<file path="src/rtl/pipe_hazard_ctrl.sv">
// Pipeline hazard controller: destination scoreboard, stall/bubble/flush/freeze, HALT drain.
// Define WISC_FWD_EN to drive EX operand forward selects and stall only on load-use.
module pipe_hazard_ctrl #(
    parameter int REG_AW = 4,
    parameter int STAGES = 5,
    parameter int CNT_W  = 16
) (
    input  logic              clk,
    input  logic              rst,
    input  logic              id_valid,
    input  logic [REG_AW-1:0] id_rs,
    input  logic [REG_AW-1:0] id_rt,
    input  logic              id_rs_used,
    input  logic              id_rt_used,
    input  logic              id_wr,
    input  logic [REG_AW-1:0] id_rd,
    input  logic              id_is_load,
    input  logic              id_halt,
    input  logic              ex_redirect,
    input  logic              mem_busy,
    output logic              stall_if_id,
    output logic              bubble_idex,
    output logic              flush_ifid,
    output logic              freeze,
    output logic [1:0]        fwd_a,
    output logic [1:0]        fwd_b,
    output logic              halted,
    output logic [CNT_W-1:0]  stall_cnt
);
    localparam int D   = STAGES - 2;
    localparam int DCW = $clog2(D + 1);
    localparam int S1  = (D > 2) ? 1 : 0;

    typedef struct packed {
        logic              v;
        logic [REG_AW-1:0] rd;
        logic              ld;
    } sb_ent_t;

    typedef enum logic [1:0] {
        RUN    = 2'd0,
        DRAIN  = 2'd1,
        HALTED = 2'd2
    } state_t;

    sb_ent_t [D-1:0]  sb_q, sb_d;
    state_t           state_q, state_d;
    logic [DCW-1:0]   drain_q, drain_d;
    logic             pend_q, pend_d;
    logic [CNT_W-1:0] cnt_q, cnt_d;

    // Slot 0 is EX, D-1 is WB; the WB slot writes the regfile this cycle so it never matches.
    logic [D-2:0] m_rs, m_rt;
    always_comb begin
        for (int s = 0; s < D - 1; s++) begin
            m_rs[s] = sb_q[s].v && (sb_q[s].rd == id_rs) && (id_rs != '0) && id_rt_used_or(1'b0, id_rs_used);
            m_rt[s] = sb_q[s].v && (sb_q[s].rd == id_rt) && (id_rt != '0) && id_rt_used_or(1'b0, id_rt_used);
        end
    end

    function automatic logic id_rt_used_or(input logic a, input logic b);
        return a | b;
    endfunction

    logic       hazard;
    logic [1:0] fwd_a_c, fwd_b_c;
`ifdef WISC_FWD_EN
    // Only a load in EX cannot be forwarded in time.
    assign hazard  = (m_rs[0] | m_rt[0]) & sb_q[0].ld;
    assign fwd_a_c = m_rs[0] ? 2'd1 : ((D > 2) && m_rs[S1]) ? 2'd2 : 2'd0;
    assign fwd_b_c = m_rt[0] ? 2'd1 : ((D > 2) && m_rt[S1]) ? 2'd2 : 2'd0;
`else
    assign hazard  = |(m_rs | m_rt);
    assign fwd_a_c = 2'd0;
    assign fwd_b_c = 2'd0;
`endif

    logic unused_sb;
    assign unused_sb = ^sb_q;

    logic frz, redir, haz_stall;
    logic stall_c, bubble_c, flush_c, halted_c;

    assign frz       = mem_busy;
    assign redir     = (ex_redirect | pend_q) & ~frz;
    assign haz_stall = hazard & id_valid & ~frz;

    always_comb begin
        state_d  = state_q;
        drain_d  = drain_q;
        cnt_d    = cnt_q;
        pend_d   = frz ? (pend_q | ex_redirect) : 1'b0;
        stall_c  = 1'b0;
        bubble_c = 1'b0;
        flush_c  = 1'b0;
        halted_c = 1'b0;
        unique case (state_q)
            RUN: begin
                if (redir) begin
                    flush_c  = 1'b1;
                    bubble_c = 1'b1;
                end else if (haz_stall) begin
                    stall_c  = 1'b1;
                    bubble_c = 1'b1;
                    cnt_d    = (cnt_q == '1) ? cnt_q : cnt_q + 1'b1;
                end else if (id_valid && id_halt && !frz) begin
                    state_d = DRAIN;
                    drain_d = DCW'(D);
                end
            end
            DRAIN: begin
                if (redir) begin
                    // HLT came down the wrong path; resume normal issue.
                    flush_c  = 1'b1;
                    bubble_c = 1'b1;
                    state_d  = RUN;
                end else if (!frz) begin
                    stall_c  = 1'b1;
                    bubble_c = 1'b1;
                    if (drain_q <= DCW'(1)) state_d = HALTED;
                    else                    drain_d = drain_q - 1'b1;
                end
            end
            HALTED: begin
                halted_c = 1'b1;
                stall_c  = ~frz;
                bubble_c = ~frz;
            end
            default: state_d = RUN;
        endcase
    end

    always_comb begin
        sb_d = sb_q;
        if (!frz) begin
            sb_d[0].v  = id_valid & id_wr & (id_rd != '0) & ~bubble_c;
            sb_d[0].rd = id_rd;
            sb_d[0].ld = id_is_load;
            for (int s = 1; s < D; s++) sb_d[s] = sb_q[s-1];
        end
    end

    always_ff @(posedge clk) begin
        if (rst) begin
            sb_q    <= '0;
            state_q <= RUN;
            drain_q <= '0;
            pend_q  <= 1'b0;
            cnt_q   <= '0;
        end else begin
            sb_q    <= sb_d;
            state_q <= state_d;
            drain_q <= drain_d;
            pend_q  <= pend_d;
            cnt_q   <= cnt_d;
        end
    end

    assign stall_if_id = stall_c  & ~rst;
    assign bubble_idex = bubble_c & ~rst;
    assign flush_ifid  = flush_c  & ~rst;
    assign freeze      = frz      & ~rst;
    assign halted      = halted_c & ~rst;
    assign fwd_a       = rst ? 2'd0 : fwd_a_c;
    assign fwd_b       = rst ? 2'd0 : fwd_b_c;
    assign stall_cnt   = rst ? '0 : cnt_q;

endmodule

</file>
<file path="config.mk">
export PLATFORM = sky130hd
export DESIGN_NAME = pipe_hazard_ctrl
export DESIGN_NICKNAME = d
export VERILOG_FILES = /design/src/rtl/pipe_hazard_ctrl.sv
export SDC_FILE = /design/constraint.sdc
export NUM_CORES = 1
export LEC_CHECK = 0
export ABC_AREA = 0
export CAP_MARGIN = 30
export CORE_MARGIN = 2
export CORE_UTILIZATION = 30
export CTS_CLUSTER_DIAMETER = 40
export DETAILED_ROUTE_END_ITERATION = 16
export PLACE_DENSITY = 0.51
export SLEW_MARGIN = 0
export SYNTH_ARGS = -nofsm -noshare
export SYNTH_HDL_FRONTEND = slang
export SYNTH_SLANG_ARGS = --single-unit
</file>
<file path="constraint.sdc">
create_clock -name clk -period 4.8 [get_ports clk]
set_input_delay 0.72 -clock clk [delete_from_list [all_inputs] [get_ports clk]]
set_output_delay 0.72 -clock clk [all_outputs]
set_load 0.02 [all_outputs]
</file>
### Yosys cells after proc, flatten, opt, wreduce, memory -nomap -nowiden

Index checks and enable logic that the tools add are counted.

| cells by class | value |
|---|---|
| eq/ne operators | 15 |
| magnitude comparators | 1 |
| bitwise operators | 19 |
| reductions and logical operators | 26 |
| muxes and demuxes | 26 |
| add/subtract/negate cells | 2 |

Operator list:

| kind | count |
|---|---|
| two-way mux 2 bit | 12 |
| adder 16 x 1 -> 16 bit, second input constant | 1 |
| == test 16 bit, second input constant | 1 |
| == test 4 bit | 4 |
| two-way mux 16 bit | 1 |
| logical AND 1 bit | 14 |
| inequality test 2 bit, second input constant | 6 |
| nonzero test 4 bit | 3 |
| AND 1 bit | 11 |
| two-way mux 1 bit | 9 |
| AND reduction 7 bit | 1 |
| inequality test 3 bit, second input constant | 2 |
| inverter 1 bit | 6 |
| one-hot mux 1 bit (3 select lines) | 2 |
| one-hot mux 2 bit (3 select lines) | 1 |
| AND reduction 6 bit | 1 |
| OR reduction 2 bit | 3 |
| one-hot mux 2 bit (2 select lines) | 1 |
| AND reduction 4 bit | 1 |
| == test 2 x 1 -> 1 bit, second input constant | 1 |
| == test 2 bit, second input constant | 1 |
| <= comparator 2 x 1 -> 1 bit, second input constant | 1 |
| logical NOT 2 bit | 1 |
| bitwise OR 2 bit | 1 |
| other kinds (4) | 4 |

| storage, ports and cells | value |
|---|---|
| output and inout port bits | 25 |
| input port bits | 22 |
| logic and storage cells | 97 |
| flip-flop bits (word level) | 31 |

### Longest topological paths before layout

Gate-level depths: netlist of run 1.

| logic depth | value |
|---|---|
| word-level depth | 13 |
| depth in mapped cells | 8 |
| depth with buffers taken out | 7 |

### Worst setup path before layout of run 1

Ideal clock, no wire load.

| timing path | value |
|---|---|
| path kind | input port to output port |
| from | input port id_rt[1] |
| to | output port stall_if_id |
| data arrival time | 2.294 ns |
| data required time | 4.080 ns |
| slack | 1.786 ns |
| stages on the path | 6 |
| path buffers | 1 |
| cells stage by stage | xor2_1 -> nor4_1 -> nor4_4 -> buf_6 -> nand2b_1 -> a211oi_1 |

| between the ends | value |
|---|---|
| longest elaborated chain between the ends | 12 |
| elaborated cells on any way between the ends | 17 |
| those cells by class | eq/ne (2); mux (3); bitwise (4); reduce/logical (8) |

RTL lines:

| item | RTL line | source |
|---|---|---|
| start: declaration | 12 | `input logic [REG_AW-1:0] id_rt,` |
| == test 4 bit | 57 | `m_rt[s] = sb_q[s].v && (sb_q[s].rd == id_rt) && (id_rt != '0) && id_rt_used_or(1'b0, id_rt_used);` |
| logical AND 1 bit (3 in series) | 57 |  |
| bitwise OR 2 bit * | 73 | `assign hazard = \|(m_rs \| m_rt);` |
| OR reduction 2 bit * | 73 |  |
| AND 1 bit * (2 in series) | 86 | `assign haz_stall = hazard & id_valid & ~frz;` |
| two-way mux 1 bit * | 102 | `end else if (haz_stall) begin` |
| two-way mux 1 bit * | 99 | `if (redir) begin` |
| one-hot mux 1 bit (3 select lines) * | 97 | `unique case (state_q)` |
| AND 1 bit * | 159 | `assign stall_if_id = stall_c & ~rst;` |
| end: declaration | 21 | `output logic stall_if_id,` |

Every way passes the cells marked *; elsewhere a longest branch is shown, timed or not.

### Final worst setup path of run 1

| timing path | value |
|---|---|
| from | input port id_rt[0] |
| to | output port stall_if_id |

Same word-level chain as after synthesis.

==> results of run 1 <==
==> cell usage in the layout, fill, tap and decap left out, types with 2 or more instances in the layout <==
cell	count
sky130_fd_sc_hd__a21oi_1	4
sky130_fd_sc_hd__a21oi_2	7
sky130_fd_sc_hd__a31oi_1	2
sky130_fd_sc_hd__and4_1	3
sky130_fd_sc_hd__buf_4	3
sky130_fd_sc_hd__clkbuf_8	5
sky130_fd_sc_hd__clkdlybuf4s50_1	40
sky130_fd_sc_hd__conb_1	4
sky130_fd_sc_hd__dfxtp_1	31
sky130_fd_sc_hd__ha_1	2
sky130_fd_sc_hd__inv_1	7
sky130_fd_sc_hd__mux2_2	5
sky130_fd_sc_hd__mux2_4	3
sky130_fd_sc_hd__mux2i_1	9
sky130_fd_sc_hd__nand2_1	8
sky130_fd_sc_hd__nand2b_1	2
sky130_fd_sc_hd__nand3_1	14
sky130_fd_sc_hd__nand3_2	2
sky130_fd_sc_hd__nand4_1	4
sky130_fd_sc_hd__nor2_1	28
sky130_fd_sc_hd__nor2_2	3
sky130_fd_sc_hd__nor2b_1	19
sky130_fd_sc_hd__nor3_1	4
sky130_fd_sc_hd__nor4_1	6
sky130_fd_sc_hd__o21ai_0	3
sky130_fd_sc_hd__o21ai_2	6
sky130_fd_sc_hd__o41a_1	2
sky130_fd_sc_hd__or3_1	6
sky130_fd_sc_hd__xnor2_1	4
sky130_fd_sc_hd__xor2_1	12
==> cell families after synthesis <==
logic type                 Yosys count  synth area share
and+or+nand+nor                    107            0.3081
other                                1          0.001924
adders and majority gates            2           0.01283
DFF                                 31            0.3184
buffers and inverters               20           0.05841
AOI/OAI and AO/OA                   30            0.1245
muxes                               18            0.1040
xor gates and xnor gates            16           0.07188
==> critical path: cells and delay by family <==
kind                   cells  cell delay [ns]
buffers and inverters      2             1.18
and+or+nand+nor            4             0.73
AOI/OAI and AO/OA          2             0.42
==> final timing paths <==
kind / startpoint / end
setup reg to reg: pend_q / cnt_q[9]
hold reg to reg: drain_q[0] / drain_q[0]
setup / recovery: id_rt[0] / stall_if_id
hold / removal: drain_q[0] / drain_q[0]
==> layout make-up <==
type | instances | share of cell area
Clock buffer | 6 | 0.02938
Inverter | 7 | 0.01064
Multi-Input combinational cell | 177 | 0.4965
Tap cell | 77 | 0.03901
Sequential cell | 31 | 0.2513
Timing Repair Buffer | 44 | 0.1733
==> through the flow <==
stage               instances  hold WS (ns)    util  cell area, um^2
finish                    342        0.4686  0.3912             2470
detailed placement        336        0.4621  0.3797             2397
global route              342        0.4858  0.3912             2470
CTS                       342        0.4719  0.3912             2470
global placement          336        0.4580  0.3797             2397
floorplan                 228        0.4389       -             1961
==> metal layers <==
metal  GRT usage  part of all wire  wire, um  up-vias
met4     0.02597            0.0073        32        0
met5           0                 0         0        -
met1      0.1644              0.49      2149      773
met3     0.04228             0.052       226        6
li1            -                 -         -      867
met2      0.1990              0.45      1965       35
==> registers in the layout, summed over array words and instances (netlist names) <==
signal,flops
cnt_q,16
sb_q,10
drain_q,2
state_q,2
pend_q,1
==> power breakdown <==
group          switching, mW  internal (mW)  leakage, nW
clock                 0.0919         0.0964       0.0371
combinational         0.0371         0.0330        0.589
sequential           0.00505          0.262        0.251
total                  0.134          0.392        0.877
==> qor.yml, run 1 <==
status:
  status: "complete, no violations"
synthesis:
  syn_area_per_cell_um2: 8.664
  mappedNetlistArea_mm2: 0.001949
  ys_seq_elements: 31
  synth_top_area_share: 0.3184
  post_synthesis_instance_total: 225
  yosysMostFrequentCell: "sky130_fd_sc_hd__dfxtp_1"
  dominantRegCellSynth: "sky130_fd_sc_hd__dfxtp_1"
  synth.largest_area_cell: "sky130_fd_sc_hd__dfxtp_1"
  yosys.cell_types.count: 47
  sequential_to_total_area_share_from_yosys_stat: 0.3184
  synth_enable_flop_cells: 0
  yosysWarningCount: 0
  post_synth_most_frequent_cells: "sky130_fd_sc_hd__dfxtp_1, sky130_fd_sc_hd__nor2_1, sky130_fd_sc_hd__nor2b_1"
  asyncSetResetFlopFracSynth: 0
  top_post_synthesis_cells_by_area: "sky130_fd_sc_hd__dfxtp_1, sky130_fd_sc_hd__nor2b_1, sky130_fd_sc_hd__nor2_1"
clock_tree:
  post_cts.repair.setup_buffers: 0
  cts-root-buf: "sky130_fd_sc_hd__clkbuf_8"
  htree_num_levels: 2
  clkSlewWorstSetupHoldPaths_ns: 0.06
  tritoncts: "done"
  max-clock-path-buffers: 2
  clock_latency_reported_for_the_late_side_of_the_worst_skew_pair_ns: 0.28
  clkSinkCount: 31
  ctsResizeCount: 0
  cts-buffers-inserted: 5
  ctsHoldBuffers: 0
worst_setup_path:
  crit_fanout: 3
  worstPathCellList: "clkdlybuf4s50_1 -> o41a_1 -> nand3_1 -> nor4_1 -> nor4_4 -> nand2b_1 -> a211oi_1 -> clkdlybuf4s50_1"
  ff2ff_setup_slack_ns: 2.57
  critical_path_class: "primary input to output port"
  startpoint_type: "primary input"
  crit_required_ns: 4.08
  critPathSlowestCell: "sky130_fd_sc_hd__clkdlybuf4s50_1"
  r2r_cells: 6
  endpoint_kind: "output port"
  timing.critical_path.slowest_cell_delay_ns: 0.64
  cell_mode_on_critical_path: "sky130_fd_sc_hd__clkdlybuf4s50_1"
  crit_path_dat_ns: 3.05
sta:
  post-route-min-period_ns: 3.774
  maximum_clock_rate_mhz: 265.0
  rsz0062_at_grt: "no"
  skew_ns: 0.005849
  final_hold_vios: 0
  post-route-worst-setup-slack_ns: 1.026
  maxSlewViolCount: 0
  setup_total_negative_slack_ns: 0
  period_share: 0.7862
  setup-violations-final: 0
  max_slew_margin: 0.5845
  slew_at_the_pin_with_the_worst_max_slew_slack_ns: 0.6232
min_path:
  worst_min_path_class: "flip-flop to flip-flop"
  hold-path-cell-count: 2
route:
  detail_route.vias_per_cell: 4.915
  drt_first_pass_iters: 4
  detail_route.wirelength_um: 4373
  routed-via-count: 1681
  first_iter_violations: 42
  number_of_antenna_violating_nets_in_the_routed_design: 0
  post-route-drc-count: 0
  wire_per_inst_um: 12.79
global_route:
  pin_count_of_the_biggest_net_entering_global_routing: 33
  number_of_antenna_violations_at_the_first_check_in_global_routing: 0
  grt_pass1_wl_um: 7417
  global_route.usage.total: 0.1247
  global_route.overflow_total: 0
  vias_in_the_first_global_route: 1634
flow_run:
  max_cap_violations: 0
place:
  place_worst_setup_slack_ns: 1.001
  post-dp-hpwl_um: 3189
  input_output_buffers: 41
  finalWeightedCongestion: 0.7607
layout:
  finish.net_count: 290
  n_antenna_cell: 0
  area_growth_syn_to_layout_pct: 26.70
  seq_area_um2: 620.6
  final.fill_count: 700
  multi_input_comb_area_mm2: 0.001226
  post_route_cells_drive_above_1_share: 0.1509
die:
  die_height_um: 84.61
  core_area_mm2: 0.006314
  design.die.area_mm2: 0.007159
  initial_standard_cell_utilization_of_the_core: 0.3088
  dieWidth_um: 84.61
  io_pins: 47
  row_count: 29
pwr:
  finalPower_mw: 0.5257
  ir_worst_vdd_mv: 0.1191
  power.density_mw_per_mm2: 212.8
  p_leak_nw: 0.8770
Note: power is estimated with default switching activity, not from simulation.
==> run 2: changes to the inputs <==
--- a/config.mk
+++ b/config.mk
@@ -11,7 +11,7 @@
 export CORE_UTILIZATION = 30
 export CTS_CLUSTER_DIAMETER = 40
 export DETAILED_ROUTE_END_ITERATION = 16
-export PLACE_DENSITY = 0.51
+export PLACE_DENSITY = 0.53
 export SLEW_MARGIN = 0
 export SYNTH_ARGS = -nofsm -noshare
 export SYNTH_HDL_FRONTEND = slang
==> constraint.sdc (replaced) <==
create_clock -name clk -period 3.25 [get_ports clk]
set_input_delay 0.4875 -clock clk [delete_from_list [all_inputs] [get_ports clk]]
set_output_delay 0.4875 -clock clk [all_outputs]
set_load 0.02 [all_outputs]
==> qor.yml, run 2 (synthesis results as in run 1) <==
pwr:
  ir_worst_vdd_mv: 0.1318  # was 0.1191 mV
  cellInternalPower_mw: 0.5888  # was 0.3916 mW
  swShare: 0.2613  # was 0.2550
  power.share.sequential: 0.496  # was 0.508
  p_leak_nw: 0.9219  # was 0.8770 nW
  clockPowerShare: 0.369  # was 0.358
  finalPower_mw: 0.7971  # was 0.5257 mW
  power.density_mw_per_mm2: 315.5  # was 212.8 mW/mm^2
  power_frac_comb: 0.135  # was 0.133
  total_switching_power_mw: 0.2083  # was 0.1341 mW
clock_tree:
  max-clock-path-buffers: 2  # unchanged
  clkSlewWorstSetupHoldPaths_ns: 0.06  # about the same
  cts-root-buf: "sky130_fd_sc_hd__clkbuf_8"  # unchanged
  cts-buffers-inserted: 5  # unchanged
  post_cts.repair.setup_buffers: 0  # unchanged
  htree_num_levels: 2  # unchanged
  tritoncts: "done"  # unchanged
  clkSinkCount: 31  # unchanged
  clock_latency_reported_for_the_late_side_of_the_worst_skew_pair_ns: 0.28  # about the same
  ctsHoldBuffers: 0  # unchanged
sta:
  skew_ns: 0.006168  # was 0.005849 ns
  maxSlewViolCount: 0  # unchanged
  rsz0062_at_grt: "no"  # unchanged
  period_share: 0.9498
  post-route-worst-setup-slack_ns: 0.1631  # was 1.026 ns
  max_slew_margin: 0.6474  # was 0.5845
  maximum_clock_rate_mhz: 323.9
  post-route-min-period_ns: 3.087
  slew_at_the_pin_with_the_worst_max_slew_slack_ns: 0.5270  # was 0.6232 ns
  setup-violations-final: 0  # unchanged
  setup_total_negative_slack_ns: 0  # unchanged
  final_hold_vios: 0  # unchanged
  worst_hold_slack_ns: 0.4665  # was 0.4686 ns
layout:
  final.fill_count: 676  # was 700
  postLayoutCellArea_mm2: 0.002526  # was 0.002470 mm^2
  post_route_cells_drive_above_1_share: 0.1691  # was 0.1509
  multi_input_comb_area_mm2: 0.001226  # unchanged
  fin_util: 0.4001  # was 0.3912
  finish.net_count: 295  # was 290
  mostFrequentLayoutCells: "sky130_fd_sc_hd__clkdlybuf4s50_1, sky130_fd_sc_hd__dfxtp_1, sky130_fd_sc_hd__nor2_1, sky130_fd_sc_hd__nor2b_1, sky130_fd_sc_hd__nand3_1"  # unchanged
  layoutNonFillerInstCount: 349  # was 342
  largest_register: "cnt_q"  # unchanged
  layout_commonest_cell: "sky130_fd_sc_hd__clkdlybuf4s50_1"  # unchanged
  layout_top_registers: "cnt_q: 16 flops, sb_q: 10 flops"  # unchanged
  largest_register_ffs: 16  # unchanged
  seq_area_um2: 620.6  # unchanged
  area_growth_syn_to_layout_pct: 29.59  # was 26.70%
  n_antenna_cell: 0  # unchanged
die:
  io_pins: 47  # unchanged
  design.die.area_mm2: 0.007159  # unchanged
  core_area_mm2: 0.006314  # unchanged
  row_count: 29  # unchanged
  die_height_um: 84.61  # unchanged
  initial_standard_cell_utilization_of_the_core: 0.3088  # unchanged
  dieWidth_um: 84.61  # unchanged
place:
  place_worst_setup_slack_ns: -0.1456  # was 1.001 ns
  post_dp_cell_area_mm2: 0.002447  # was 0.002397 mm^2
  placedCellCount: 341  # was 336
  finalWeightedCongestion: 0.7953  # was 0.7607
  post-dp-hpwl_um: 3327  # was 3189 um
  input_output_buffers: 41  # unchanged
global_route:
  grt_pass1_wl_um: 7693  # was 7417 um
  vias_in_the_first_global_route: 1654  # was 1634
  global_route.usage.total: 0.1361  # was 0.1247
  number_of_antenna_violations_at_the_first_check_in_global_routing: 0  # unchanged
  pin_count_of_the_biggest_net_entering_global_routing: 50  # was 33
  global_route.overflow_total: 0  # unchanged
worst_setup_path:
  timing.critical_path.slowest_cell_delay_ns: 0.54  # was 0.64 ns
  cpLargestDelayFamily: "buffers and inverters"  # unchanged
  critical_path_class: "primary input to output port"  # unchanged
  path_buf_inv: 3  # was 2
  worstPathCellList: "clkdlybuf4s50_1 -> o41a_1 -> nand3_1 -> nor4_1 -> buf_4 -> nor4_4 -> nand2b_1 -> a211oi_1 -> dlygate4sd2_1"  # was clkdlybuf4s50_1 -> o41a_1 -> nand3_1 -> nor4_1 -> nor4_4 -> nand2b_1 -> a211oi_1 -> clkdlybuf4s50_1
  crit_fanout: 3  # unchanged
  startpoint_type: "primary input"  # unchanged
  endpoint_kind: "output port"  # unchanged
  critPathSlowestCell: "sky130_fd_sc_hd__clkdlybuf4s50_1"  # unchanged
  crit_required_ns: 2.76  # was 4.08 ns
  crit_path_dat_ns: 2.60  # was 3.05 ns
route:
  number_of_antenna_violating_nets_in_the_routed_design: 0  # unchanged
  post-route-drc-count: 0  # unchanged
  first_iter_violations: 84  # was 42
  detail_route.vias_per_cell: 4.851  # was 4.915
  detail_route.wirelength_um: 4560  # was 4373 um
  routed-via-count: 1693  # was 1681
  wire_per_inst_um: 13.07  # was 12.79 um
  drt_first_pass_iters: 4  # unchanged
flow_run:
  max_cap_violations: 0  # unchanged
min_path:
  worst_min_path_class: "flip-flop to flip-flop"  # unchanged
status:
  status: "complete, no violations"  # unchanged
==> run 2: cell types whose count changed in the layout (fill, tap and decap cells not counted), sizes merged <==
| cell | change |
|---|---|
| clkbuf | +1 |
| clkinv | +1 |
| clkdlybuf4s50 | -2 |
| buf | +5 |
| dlygate4sd2 | +2 |
==> run 2: routing by layer <==
| layer | vias to the layer above | track usage | share of wire |
|---|---|---|---|
| met1 | 784 | 0.1813 | 0.51 |
| met2 | 28 | 0.2112 | 0.44 |
| met5 | - | 0 | 0 |
| li1 | 879 | - | - |
| met4 | 0 | 0.03896 | 0.0064 |
| met3 | 2 | 0.04425 | 0.040 |
==> run 2: worst paths after layout <==
check | startpoint | endpoint | slack [ns] | cells after the start
max reg2reg | sb_q[1] | drain_q[1] | 1.18 | 7
max | id_rs[0] | stall_if_id | 0.16 | 9
min reg2reg | drain_q[0] | drain_q[0] | 0.47 | 2
min | drain_q[0] | drain_q[0] | 0.47 | 2
==> run 2: power groups by stage <==
stage          logic, mW  registers (mW)  clock network [mW]
4_1_cts            0.108           0.395               0.307
3_5_place_dp       0.108           0.404                   0
6_report           0.107           0.395               0.294
5_1_grt            0.118           0.396               0.325
3_3_place_gp       0.108           0.404                   0
2_1_floorplan     0.0636           0.402                   0
==> run 2: layout make-up <==
type                       count  share of cell area
multi-input combinational    177              0.4854
sequential                    31              0.2457
timing repair buffer          49              0.1882
tap                           77             0.03814
clock buffer                   7             0.03021
inverter                       7             0.01040
clock inverter                 1            0.001981
==> run 2: tightest hold or removal path, stage by stage, from the launching register on <==
cell                      delay (ns)
sky130_fd_sc_hd__dfxtp_1        0.33
sky130_fd_sc_hd__inv_1          0.05
sky130_fd_sc_hd__a21oi_1        0.05
==> run 2: repair_timing <==
action / CTS / global route
setup endpoints to repair: 2 / 0
hold endpoints to repair: 0 / 0
resized for setup: 2 / 0
==> run 3: changes to the inputs <==
--- a/config.mk
+++ b/config.mk
@@ -6,10 +6,10 @@
 export NUM_CORES = 1
 export LEC_CHECK = 0
 export ABC_AREA = 0
-export CAP_MARGIN = 30
 export CORE_MARGIN = 2
 export CORE_UTILIZATION = 30
 export CTS_CLUSTER_DIAMETER = 40
+export CTS_CLUSTER_SIZE = 20
 export DETAILED_ROUTE_END_ITERATION = 16
 export PLACE_DENSITY = 0.53
 export SLEW_MARGIN = 0
==> results of run 3 <==
No change in the layout: final DEF, timing and power equal those of run 2.
==> patch 1, RTL diff (flow settings as in run 2) <==
The option `WISC_FWD_EN` is turned on by a define.
--- a/src/rtl/pipe_hazard_ctrl.sv
+++ b/src/rtl/pipe_hazard_ctrl.sv
@@ -2,2 +2,4 @@
 // Define WISC_FWD_EN to drive EX operand forward selects and stall only on load-use.
+`define WISC_FWD_EN
+
 module pipe_hazard_ctrl #(
Check against the original RTL: not equivalent (Yosys sat finds a counterexample within 4 cycles, from zero or initial values and one cycle with rst high).
==> patch 1 against run 2 <==
  * Routed wire length up 3.7%
  * Critical endpoint is now fwd_a[0]
  * Sequential cell count up 1
  * Die area down 3.4%
  * Setup slack better by 0.071 ns
  * Synthesized area down 3.6%
  * Highest routed layer unchanged
  * Clock power up 7.1%
  * Design area up 1.0%
  * Power up 4.0%
==> patch 1: results (changes against run 2) <==
Routed WL per cell: 13.5 um (was 13.1 um)
largest net degree at the start of global routing: 38 (was 50)
xor/xnor share of the synthesized area: 8.85% (was 7.19%)
number of buffers inserted by port buffering: 46 (was 41)
all-layer global routing usage: 14.2% (was 13.6%)
cell leakage power: 0.978 nW (was 0.922 nW)
compound-cell area share of the yosys netlist: 12.9% (was 12.5%)
Synth area leaders: dfxtp_1 (34%), nor2b_1 (7.0%), mux2i_1 (5.9%), nor2_1 (5.6%), xnor2_1 (5.1%) (was dfxtp_1 (32%), nor2b_1 (6.1%), nor2_1 (5.4%), xor2_1 (5.4%), mux2i_1 (4.6%))
instance count of the mapped netlist: 224 (was 225)
post-route clock skew: 0.00568 ns (was 0.00617 ns)
DR WL met3: 170 um (was 182 um)
Placed Cells incl. Taps: 343 (was 341)
Distinct cells, synth: 44 (was 47)
met1 demand-to-capacity share in global routing: 19.1% (was 18.1%)
sequential area share after synthesis: 34.1% (was 31.8%)
outcome: completed (unchanged)
total routed wire length on the met1 layer: 2.33 mm (was 2.32 mm)
Met2 Routed Length: 2.16 mm (was 2.02 mm)
share of synthesized area spent on multiplexers: 7.66% (was 10.4%)
final estimated routing congestion in global placement: 0.838 (was 0.795)
met2 Usage GRT: 22.1% (was 21.1%)
clock latency on the worst-skew pair: 0.28 ns (about the same)
list of most frequent post-synthesis cells: dfxtp_1 (32), nor2_1 (28), nor2b_1 (21), nand3_1 (13) (was dfxtp_1 (31), nor2_1 (28), nor2b_1 (19), nand3_1 (14), xor2_1 (12))
global-route track usage on met3: 3.58% (was 4.42%)
registers with the most flip-flops: cnt_q: 16 flops, sb_q: 11 flops (was cnt_q: 16 flops, sb_q: 10 flops)
number of DRC markers in iteration 0: 53 (was 84)
IR Drop Worst-Case VDD: 0.164 mV (was 0.132 mV)
detailed-route vias per instance: 4.94 (was 4.85)
Detail Placement HPWL: 3.64 mm (was 3.33 mm)
synthesized-area fraction occupied by adder cells: 1.33% (was 1.28%)
largest fanout of any net on the critical path: 6 (was 3)
global-route wire length before repair: 8.11 mm (was 7.69 mm)
layout cell share with drive strength beyond 1: 7.61% (was 16.9%)
## patch 1: final timing paths
kind | slack [ns] | startpoint | depth (start not counted) | endpoint
min | 0.50 | cnt_q[15] | 2 | cnt_q[15]
max reg2reg | 1.05 | cnt_q[0] | 8 | cnt_q[3]
max | 0.23 | id_rs[1] | 7 | fwd_a[0]
min reg2reg | 0.50 | cnt_q[15] | 2 | cnt_q[15]
## patch 1: metrics by stage
stage / hold WS (ns) / cell area (um^2) / power [W] / setup WS (ns)
after floorplan: 0.456 / 1880 / 0.000474 / 1.02
after global placement: 0.466 / 2450 / 0.000524 / 0.0783
after detailed placement: 0.492 / 2450 / 0.000524 / 0.0561
after CTS: 0.502 / 2540 / 0.000839 / 0.0519
after global routing: 0.538 / 2550 / 0.000875 / 0.0846
final: 0.502 / 2550 / 0.000829 / 0.234
## patch 1: area by class of cell
cell class	instances	area, um^2
clock buffer	8	90.1
fill	615	3440
inverter	4	15.0
multi-input combinational	179	1180
sequential	32	641
tap	75	93.8
timing repair buffer	53	528
## patch 1: cells by family after synthesis
| group | after synthesis |
|---|---|
| simple gates | 108 |
| xor+xnor | 19 |
| buf+inv | 13 |
| mux | 14 |
| fa+ha+maj | 2 |
| flops | 32 |
| compound gates | 36 |
## patch 1: tightest hold or removal path, cell delays in order, from the launching register on
cell and delay [ns]:
dfxtp_1 0.32, o21ai_0 0.08, a21oi_1 0.06
## patch 1: power by group
part / switching [W] / total [W] / internal [W]
logic: 0.0000503 / 0.000105 / 0.0000545
clock network: 0.000142 / 0.000315 / 0.000173
registers: 0.00000913 / 0.000409 / 0.000400
## patch 1: timing repair
| action | CTS | global route |
|---|---|---|
| gates resized for setup | 0 | 3 |
| hold endpoints to repair | 0 | 0 |
| buffers inserted | 0 | 0 |
| setup endpoints to repair | 0 | 3 |
==> patch 2, RTL diff (settings of run 2) <==
Without the edit above. Re-encode `state_t` (3 states) as one-hot, 3 bits wide.
--- a/src/rtl/pipe_hazard_ctrl.sv
+++ b/src/rtl/pipe_hazard_ctrl.sv
@@ -39,6 +39,6 @@
 
-    typedef enum logic [1:0] {
-        RUN    = 2'd0,
-        DRAIN  = 2'd1,
-        HALTED = 2'd2
+    typedef enum logic [2:0] {
+        RUN    = 3'b001,
+        DRAIN  = 3'b010,
+        HALTED = 3'b100
     } state_t;
Check against the original RTL: no difference found for any inputs over 4 cycles, from zero or initial values and one cycle with rst high; so few cycles prove little.
==> patch 2 against run 2 <==
  * Register-to-register slack lost 0.05 ns
  * Largest cell class unchanged
  * Design area increased by 6.2%
  * Routed wire length rose by 7.7%
  * Setup slack lost 0.0084 ns
  * Sequential power rose by 3%
  * Power grew 18%
  * Hold slack improved by 0.043 ns
  * Synthesized area is 6.2% higher
  * Sequential cell count is 1 higher
  * Clock power increased by 44%
  * Cell count increased by 5.4%
==> patch 2: results (changes against run 2) <==
outcome: completed (unchanged)
via count of the first global-routing pass: 1,737 (was 1,654)
placed cell areas: 2560 um^2 (was 2450 um^2)
number of CTS-inserted buffers: 5 (unchanged)
wire length reported by the detailed router: 4.91 mm (was 4.56 mm)
number of nets in the finished design: 311 (was 295)
Critical Path Sink Type: output pin (unchanged)
IR Drop Worst-Case VDD: 0.180 mV (was 0.132 mV)
Detail Placement HPWL: 3.66 mm (was 3.33 mm)
sequential area share after synthesis: 31.0% (was 31.8%)
transition at the pin with the smallest max-transition slack: 0.712 ns (was 0.527 ns)
worst setup slack before clock tree synthesis: -0.146 ns (about the same)
net switching fraction of the power: 23.4% (was 26.1%)
Setup Buffers After CTS: 0 (unchanged)
Synth area leaders: dfxtp_1 (31%), nor2b_1 (5.7%), nor2_1 (5.6%), xor2_1 (5.1%), mux2i_1 (4.4%) (was dfxtp_1 (32%), nor2b_1 (6.1%), nor2_1 (5.4%), xor2_1 (5.4%), mux2i_1 (4.6%))
layout cell share with drive strength beyond 1: 13.9% (was 16.9%)
largest net degree at the start of global routing: 43 (was 50)
highest cell delay on the worst timing path: 0.49 ns (was 0.54 ns)
registers with the most flip-flops: cnt_q: 16 flops, sb_q: 10 flops, state_q: 3 flops (was cnt_q: 16 flops, sb_q: 10 flops)
crit path DAT: 2.61 ns (was 2.60 ns)
final estimated routing congestion in global placement: 0.759 (was 0.795)
list of most frequent post-synthesis cells: dfxtp_1 (32), nor2_1 (31), nor2b_1 (19), nand3_1 (13), xor2_1 (12) (was dfxtp_1 (31), nor2_1 (28), nor2b_1 (19), nand3_1 (14), xor2_1 (12))
detailed-route vias per instance: 4.99 (was 4.85)
cell leakage power: 0.989 nW (was 0.922 nW)
number of DRC markers in iteration 0: 71 (was 84)
all-layer global routing usage: 13.7% (was 13.6%)
global-route wire length before repair: 8.15 mm (was 7.69 mm)
count of filler cells inserted in the layout: 681 (was 676)
Distinct cells, synth: 46 (was 47)
-- patch 2: repair_timing --
action / in CTS / in global routing
resized for setup: 2 / 0
endpoints found under the hold margin: 0 / 0
endpoints found under the setup margin: 2 / 0
-- patch 2: through the flow --
stage                     total power (W)  cells
after floorplan                  0.000481    246
after global placement           0.000527    360
after detailed placement         0.000528    360
after CTS                        0.000961    368
after global routing             0.000991    368
final                            0.000943    368
-- patch 2: path summary, 6_finish.rpt --
check,from,end,slack (ns),cells after the start
setup / recovery,id_rs[1],bubble_idex,0.15,8
hold / removal,cnt_q[12],cnt_q[12],0.51,2
setup reg to reg,sb_q[3],cnt_q[12],1.13,7
hold reg to reg,cnt_q[12],cnt_q[12],0.51,2
-- patch 2: logic make-up (layout without fill, tap and decap cells) --
logic type / after synthesis / count (layout) / synth area share (%)
DFF: 32 / 32 / 31.0
xor gates and xnor gates: 16 / 16 / 6.77
and+or+nand+nor: 126 / 126 / 35.3
adders and majority gates: 2 / 2 / 1.21
AOI/OAI and AO/OA: 30 / 30 / 10.1
buffers and inverters: 17 / 59 / 4.59
muxes: 19 / 19 / 10.9
other: 1 / 4 / 0.181
-- patch 2: cell type report --
cell class	instances	area, um^2	area share (%)
Inverter	2	7.51	0.280
Tap cell	80	100	3.73
Multi-Input combinational cell	197	1350	50.1
Timing Repair Buffer	49	463	17.3
Clock buffer	7	96.3	3.59
Sequential cell	32	641	23.9
Clock inverter	1	30.0	1.12
-- patch 2: per-layer routing --
layer	global-route usage (%)	up-vias	wire (um)
li1	-	951	-
met1	17.8	845	2350
met2	21.5	34	2290
met3	3.60	6	199
met4	5.54	0	65
met5	0	-	0
-- patch 2: power groups by stage --
| stage | Sequential (W) | Combinational [W] | Clock [W] |
|---|---|---|---|
| floorplan | 0.000414 | 0.0000667 | 0 |
| global placement | 0.000417 | 0.000111 | 0 |
| detailed placement | 0.000417 | 0.000111 | 0 |
| CTS | 0.000408 | 0.000111 | 0.000442 |
| global route | 0.000408 | 0.000121 | 0.000461 |
| finish | 0.000408 | 0.000111 | 0.000424 |
-- patch 2: worst min-delay path: stages, from the launching register on --
cell      delay [ns]
dfxtp_1         0.32
inv_1           0.07
a211oi_1        0.06
